[config.mk]
export PLATFORM = sky130hd
export DESIGN_NAME = seqdiv
export DESIGN_NICKNAME = d
export VERILOG_FILES = /design/src/rtl/seqdiv.sv
export SDC_FILE = /design/constraint.sdc
export NUM_CORES = 1
export LEC_CHECK = 0
export BUFFER_PORTS_ARGS = -buffer_cell sky130_fd_sc_hd__buf_2
export CORE_MARGIN = 1.5
export CORE_UTILIZATION = 30
export DETAILED_ROUTE_END_ITERATION = 10
export PLACE_DENSITY = 0.46
export SYNTH_ARGS = -nofsm -noshare
export SYNTH_HDL_FRONTEND = slang
export SYNTH_SLANG_ARGS = --single-unit
[constraint.sdc]
create_clock -name clk -period 5.1 [get_ports clk]
set_clock_uncertainty 0.15 [all_clocks]
set_input_delay 1.275 -clock clk [delete_from_list [all_inputs] [get_ports clk]]
set_output_delay 1.275 -clock clk [all_outputs]
set_load 0.02 [all_outputs]
[src/rtl/seqdiv.sv]
// Sequential restoring shift-subtract divider with a start/done handshake.
// Divide-by-zero completes in one step with quot all ones and rem = A.
module seqdiv #(
    parameter int WIDTH = 8
) (
    input  logic             clk,
    input  logic             reset,
    input  logic             start,
    input  logic [WIDTH-1:0] A,
    input  logic [WIDTH-1:0] B,
    output logic             busy,
    output logic             done,
    output logic [WIDTH-1:0] quot,
    output logic [WIDTH-1:0] rem,
    output logic             dbz
);

    localparam int CW = $clog2(WIDTH + 1);

    localparam logic [1:0] IDLE  = 2'd0;
    localparam logic [1:0] SHIFT = 2'd1;
    localparam logic [1:0] SUB   = 2'd2;
    localparam logic [1:0] DONE  = 2'd3;

    logic [1:0]       state_q, state_d;
    logic [WIDTH:0]   r_q, r_d;
    logic [WIDTH-1:0] q_q, q_d;
    logic [WIDTH-1:0] d_q, d_d;
    logic [CW-1:0]    cnt_q, cnt_d;
    logic [WIDTH-1:0] quot_q, quot_d;
    logic [WIDTH-1:0] rem_q, rem_d;
    logic             dbz_q, dbz_d;

    logic [WIDTH:0]   r_diff;
    logic             r_ge;
    logic [CW-1:0]    cnt_dec;

    // R carries one extra bit because a shifted R can reach 2*D-1.
    assign r_diff  = r_q - {1'b0, d_q};
    assign r_ge    = r_q >= {1'b0, d_q};
    assign cnt_dec = cnt_q - 1'b1;

    always_comb begin
        state_d = state_q;
        r_d     = r_q;
        q_d     = q_q;
        d_d     = d_q;
        cnt_d   = cnt_q;
        quot_d  = quot_q;
        rem_d   = rem_q;
        dbz_d   = dbz_q;
        unique case (state_q)
            IDLE: begin
                if (start) begin
                    if (B == '0) begin
                        quot_d  = '1;
                        rem_d   = A;
                        dbz_d   = 1'b1;
                        state_d = DONE;
                    end else begin
                        r_d     = '0;
                        q_d     = A;
                        d_d     = B;
                        cnt_d   = CW'(WIDTH);
                        state_d = SHIFT;
                    end
                end
            end
            SHIFT: begin
                {r_d, q_d} = {r_q[WIDTH-1:0], q_q, 1'b0};
                state_d    = SUB;
            end
            SUB: begin
                if (r_ge) begin
                    r_d = r_diff;
                    q_d = {q_q[WIDTH-1:1], 1'b1};
                end
                cnt_d = cnt_dec;
                if (cnt_dec == '0) begin
                    quot_d  = q_d;
                    rem_d   = r_d[WIDTH-1:0];
                    dbz_d   = 1'b0;
                    state_d = DONE;
                end else begin
                    state_d = SHIFT;
                end
            end
            DONE: begin
                state_d = IDLE;
            end
        endcase
    end

    always_ff @(posedge clk) begin
        if (reset) begin
            state_q <= IDLE;
            r_q     <= '0;
            q_q     <= '0;
            d_q     <= '0;
            cnt_q   <= '0;
            quot_q  <= '0;
            rem_q   <= '0;
            dbz_q   <= 1'b0;
        end else begin
            state_q <= state_d;
            r_q     <= r_d;
            q_q     <= q_d;
            d_q     <= d_d;
            cnt_q   <= cnt_d;
            quot_q  <= quot_d;
            rem_q   <= rem_d;
            dbz_q   <= dbz_d;
        end
    end

    assign busy = (state_q != IDLE);
    assign done = (state_q == DONE);
    assign quot = quot_q;
    assign rem  = rem_q;
    assign dbz  = dbz_q;

endmodule

==> run_results.csv, run 1 <==
group,metric,value,unit
run_status,status,"finished clean",
logic_synthesis,synth-edff-count,0,
critical_path,start_kind,"input port",
routing,vias_per_cell,5.20,
clocking,cts-root-buf,"clkbuf_8",
routing,ant_nets,0,
critical_path,crit_chain,"buf_2 > or4_1 > o21ai_4 > a21boi_4 > nor2_1 > nor2_1 > a311oi_1",
global_route,grt_pass1_wl,12700,um
routing,wl,7680,um
sta,slew_headroom,37.8,%
sta,hold_ws,307,ps
logic_synthesis,syn_inst,354,
min_path,hold_path.class,"reg -> reg",
clocking,clkLatencyLatePin,320,ps
clocking,numCtsBuffers,5,
logic_synthesis,netlist_top_cells_count,"50 x nand2_1, 48 x dfxtp_1, 33 x nor2_1, 20 x a21oi_1, 19 x inv_1",
layout,nets,412,
layout,seq_area,961,sq um
logic_synthesis,yosys_most_used_dff,"dfxtp_1",
clocking,cts.sinks,48,
global_route,grt_max_degree,53,
critical_path,cp_max_fo,20,
sta,hold_viol,0,
global_route,grt.overflow.total,0,
sta,worst_pin_slew,926,ps
sta,setup_tns,0,ps
clocking,post_cts_buffers,0,
layout,fin_cells,508,
logic_synthesis,netlist_area,2870,sq um
routing,routed-via-count,2642,
critical_path,worst_ep_required_time,5120,ps
logic_synthesis,synth_cell_types,54,
layout,diodes,0,
critical_path,crit_top_cell,"nor2_1",
sta,post-route-period-util,67.6,%
logic_synthesis,async_reset_ff_share,0,%
floorplanning,core_area,9240,sq um
logic_synthesis,yosys.area.top_type_share,33.4,%
sta,fmax,290,MHz
clocking,cts-resized-gates,0,
floorplanning,die_area,10200,sq um
critical_path,path_buf_inv,1,
critical_path,end_kind,"flop",
logic_synthesis,yosys_warnings,0,
sta,rsz0062_at_grt,"no",
global_route,first_global_vias,2490,
floorplanning,num_rows,35,
floorplanning,die_y,101,um
clocking,cts_max_level,2,
sta,setup_violations,0,
critical_path,cp_top_family,"simple AND/OR/NAND/NOR gates",
sta,slew_viol_final,0,
layout,layout-drive-gt1-share,15.6,%
run,max-cap-violations,0,
global_route,antenna_found_initial,0,
critical_path,worst_path_max_delay_cell,"or4_1",
layout,area_growth_syn_to_layout,12.8,%
logic_synthesis,syn_avg_cell_area,8.12,sq um
routing,first_pass_iters,4,
clocking,cts_tree,"built",
logic_synthesis,ys_seq_area_share,33.4,%
floorplanning,num_io_pins,38,
clocking,clk_pin_slew_worst_paths,100,ps
power,leakage,1.20,nW
placement,io_buffers,37,
sta,period_needed,3450,ps
floorplanning,initial_core_util,31.1,%
placement,dp_hpwl,5470,um
logic_synthesis,synth_fp_nets,388,
placement,gp_congestion,0.840,
global_route,track_usage,15.8,%
routing,drc,0,
logic_synthesis,ys_seq_elements,48,
layout,multi_input_area,1720,sq um
floorplanning,die_x,101,um
critical_path,slowest_delay,670,ps
power,ir_drop,0.309,mV
logic_synthesis,netlist_top_cells_area,"dfxtp_1 33%, nand2_1 6.5%, ha_1 6.1%, nor2_1 4.3%, a311oi_1 4.0%",
routing,drt_iter0_markers,103,
clocking,clock_path_buffers,2,
critical_path,arrival,3460,ps
layout,n_fill_cell,994,
logic_synthesis,synth_top_cell_by_area,"dfxtp_1",
critical_path,critical_path_class,"in -> reg",
clocking,postCtsHoldBufs,0,
placement,dp_cells,500,
logic_synthesis,synth.most_common_cell,"nand2_1",
routing,avgRoutedWirePerCell,15.1,um
power,power_density,623,nW/um^2
==> power breakdown <==
group          internal (mW)  switching [mW]  total [mW]
combinational          0.391           0.765        1.16
sequential             0.488          0.0712       0.559
clock                  0.161           0.142       0.303
==> metrics by stage <==
stage | util [%] | total power [mW] | instance area, sq um | worst slack (ps)
after floorplan | - | 1.47 | 2870 | 1910
after global placement | 33.7 | 1.72 | 3120 | 1380
after detailed placement | 33.7 | 1.73 | 3120 | 1300
after CTS | 35.1 | 2.03 | 3240 | 1640
after global routing | 35.1 | 2.19 | 3240 | 1470
final | 35.1 | 2.02 | 3240 | 1650
==> metal layers <==
| metal | part of all wire [%] | vias to the layer above | track usage (%) |
|---|---|---|---|
| met5 | 0 | - | 0 |
| li1 | - | 1350 | - |
| met2 | 45 | 58 | 25.6 |
| met3 | 4.4 | 7 | 3.40 |
| met1 | 50 | 1227 | 21.6 |
| met4 | 0.91 | 0 | 3.25 |
==> tightest hold or removal path, delay by kind of cell (launching register included) <==
kind,cells,cell delay [ps]
compound gates,1,50
flops,1,310
simple gates,1,50
==> registers in the layout (all words and copies together) (netlist names) <==
signal,flops
r_q,9
d_q,8
q_q,8
quot,8
rem,8
cnt_q,4
state_q,2
dbz,1
==> cell usage in the layout, fill, tap and decap left out, types with 11 or more instances in the layout <==
cell      Yosys  final
dfxtp_1      48     48
ha_1         14     14
a21oi_1      20     20
o21ai_0      13     13
a311oi_1     13     13
nand2_1      50     50
inv_1        19     19
nor2_1       33     33
nand3_1      11     11
buf_2         6     37
==> final cells by class <==
cell class | count | area share (%)
Sequential cell | 48 | 29.7
Inverter | 19 | 2.20
Clock inverter | 2 | 1.20
Clock buffer | 6 | 2.55
Multi-Input combinational cell | 264 | 53.0
Timing Repair Buffer | 40 | 6.41
Tap cell | 129 | 4.98
==> final timing paths <==
check	slack, ps	end	cells after the start	start
setup / recovery	1650	q_q[4]$_SDFFE_PP0P_	7	B[7]
hold / removal	310	d_q[5]$_SDFFE_PP0P_	2	d_q[5]$_SDFFE_PP0P_
setup reg to reg	2240	rem[3]$_SDFFE_PP0P_	7	r_q[6]$_SDFFE_PP0P_
hold reg to reg	310	d_q[5]$_SDFFE_PP0P_	2	d_q[5]$_SDFFE_PP0P_
==> cells by family after synthesis <==
group / share of synthesized area, %
adders and majority gates: 6.79
DFF: 33.4
xor gates and xnor gates: 1.22
muxes: 1.05
buffers and inverters: 6.79
AOI/OAI and AO/OA: 30.1
and+or+nand+nor: 20.6
No activity file was read; power rests on OpenSTA's default activity.
==> run 2: changes to the inputs <==
==> constraint.sdc (replaced) <==
create_clock -name clk -period 3.2 [get_ports clk]
set_clock_uncertainty 0.15 [all_clocks]
set_input_delay 0.8 -clock clk [delete_from_list [all_inputs] [get_ports clk]]
set_output_delay 0.8 -clock clk [all_outputs]
set_load 0.02 [all_outputs]
==> run 2 against run 1 <==
Against the previous run:
- sequential share of layout area down 0.56 points
- core utilization up 0.68 points
- register-to-register slack worse by 1900 ps
- flip-flop and latch count unchanged
- cell count up 1.8%
- critical path type is now reg -> reg
- critical endpoint is now rem[4]$_SDFFE_PP0P_
- largest cell class unchanged
- largest power group unchanged
- highest routed layer unchanged
==> run_results.csv, run 2 (same netlist as run 1, synthesis figures left out) <==
group,metric,value,unit
run_status,status,"finished clean",
critical_path,cp_top_family,"compound AO/OA/AOI/OAI gates",
global_route,grt.overflow.total,0,
floorplanning,num_io_pins,38,
min_path,whs_path_depth,2,
routing,drc,0,
critical_path,end_kind,"flop",
routing,first_pass_iters,4,
critical_path,arrival,2930,ps
sta,worst_pin_slew,935,ps
sta,rsz0062_at_grt,"no",
layout,final_cell_mix,"50 x nand2_1, 48 x dfxtp_1, 37 x buf_2",
sta,slew_headroom,37.4,%
layout,layout-drive-gt1-share,17.5,%
sta,fmax,350,MHz
floorplanning,die_x,101,um
clocking,post_cts_buffers,0,
clocking,numCtsBuffers,5,
power,leakage,1.24,nW
power,ir_drop,0.464,mV
floorplanning,initial_core_util,31.1,%
critical_path,worst_ep_required_time,3270,ps
placement,dp_cells,509,
layout,largest_reg_flops,9,
min_path,hold_path_startpoint,"d_q[7]$_SDFFE_PP0P_",
critical_path,rrSetupSlack,340,ps
clocking,cts-resized-gates,0,
placement,gp_congestion,0.818,
placement,io_buffers,37,
routing,drt_iter0_markers,164,
global_route,first_global_vias,2556,
floorplanning,die_y,101,um
sta,setup_tns,0,ps
critical_path,path_buf_inv,0,
layout,area_growth_syn_to_layout,14.9,%
critical_path,cp_max_fo,7,
sta,period_needed,2860,ps
clocking,clkLatencyLatePin,310,ps
routing,ant_nets,0,
sta,hold_viol,0,
routing,vias_per_cell,5.19,
critical_path,r2r-end,"rem[4]$_SDFFE_PP0P_",
sta,setup_violations,0,
layout,top_register,"r_q",
global_route,grt_max_degree,36,
clocking,cts_max_level,2,
critical_path,critical_path_class,"reg -> reg",
min_path,hold_path.class,"reg -> reg",
floorplanning,core_area,9240,sq um
critical_path,slowest_delay,460,ps
global_route,antenna_found_initial,0,
critical_path,crit_chain,"ha_1 > a21oi_1 > o22ai_1 > or3_1 > nor2_1 > a31oi_1 > a311oi_1",
layout,layout_commonest_cell,"nand2_1",
global_route,grt_pass1_wl,13000,um
clocking,clock_path_buffers,2,
critical_path,worst_path_max_delay_cell,"nor2_1",
clocking,clk_pin_slew_worst_paths,100,ps
clocking,cts-root-buf,"clkbuf_8",
routing,avgRoutedWirePerCell,15.1,um
layout,nets,421,
critical_path,ff2ff_path_depth,7,
routing,routed-via-count,2685,
floorplanning,die_area,10200,sq um
sta,slew_viol_final,0,
power,total_power,3.26,mW
critical_path,start_kind,"flop",
layout,diodes,0,
global_route,track_usage,16.2,%
layout,fin_cells,517,
clocking,cts_tree,"built",
sta,post-route-period-util,89.3,%
placement,dp_hpwl,5710,um
sta,hold_ws,313,ps
clocking,cts.sinks,48,
routing,wl,7800,um
floorplanning,num_rows,35,
run,max-cap-violations,0,
clocking,postCtsHoldBufs,0,
min_path,min_to,"d_q[7]$_SDFFE_PP0P_",
power,power_density,988,nW/um^2
critical_path,r2r_start,"r_q[6]$_SDFFE_PP0P_",
-- run 2: power breakdown --
part           switching, mW  internal [mW]
clock network          0.225          0.236
registers              0.115          0.778
logic                   1.24          0.669
total                   1.58           1.68
-- run 2: area by class of cell --
type	count	area (sq um)
Clock buffer	5	68.8
Clock inverter	3	47.5
Fill cell	1021	5940
Inverter	19	71.3
Multi-Input combinational cell	264	1720
Sequential cell	48	961
Tap cell	129	161
Timing Repair Buffer	49	275
-- run 2: per-layer routing --
metal	global-route usage (%)	up-vias	part of all wire [%]
li1	-	1367	-
met1	22.9	1248	50
met2	26.1	63	46
met3	2.70	7	4.1
met4	2.93	0	0.65
met5	0	-	0
-- run 2: worst max path at each step --
stage | from | to | slack, ps | cells after the start
after floorplan | B[3] | quot[0]$_SDFFE_PP0P_ | 480 | 8
after global placement | B[7] | rem[7]$_SDFFE_PP0P_ | 230 | 7
after detailed placement | B[7] | rem[7]$_SDFFE_PP0P_ | 200 | 7
after CTS | r_q[6]$_SDFFE_PP0P_ | rem[4]$_SDFFE_PP0P_ | 310 | 7
after global routing | state_q[0]$_SDFFE_PP0N_ | q_q[1]$_SDFFE_PP0P_ | 80 | 8
final | r_q[6]$_SDFFE_PP0P_ | rem[4]$_SDFFE_PP0P_ | 340 | 7
-- run 2: metrics by stage --
stage               cell area, sq um  utilization (%)  worst slack [ps]
finish                          3300             35.7               342
global route                    3300             35.7              80.2
CTS                             3300             35.7               307
detailed placement              3190             34.5               198
global placement                3190             34.5               231
floorplan                       2870                -               485
-- run 2: worst register-to-register path, delay by kind of cell, from the launching register on --
kind | cells | cell delay (ps)
AOI/OAI and AO/OA | 4 | 940
adders and majority gates | 1 | 350
DFF | 1 | 440
and+or+nand+nor | 2 | 900
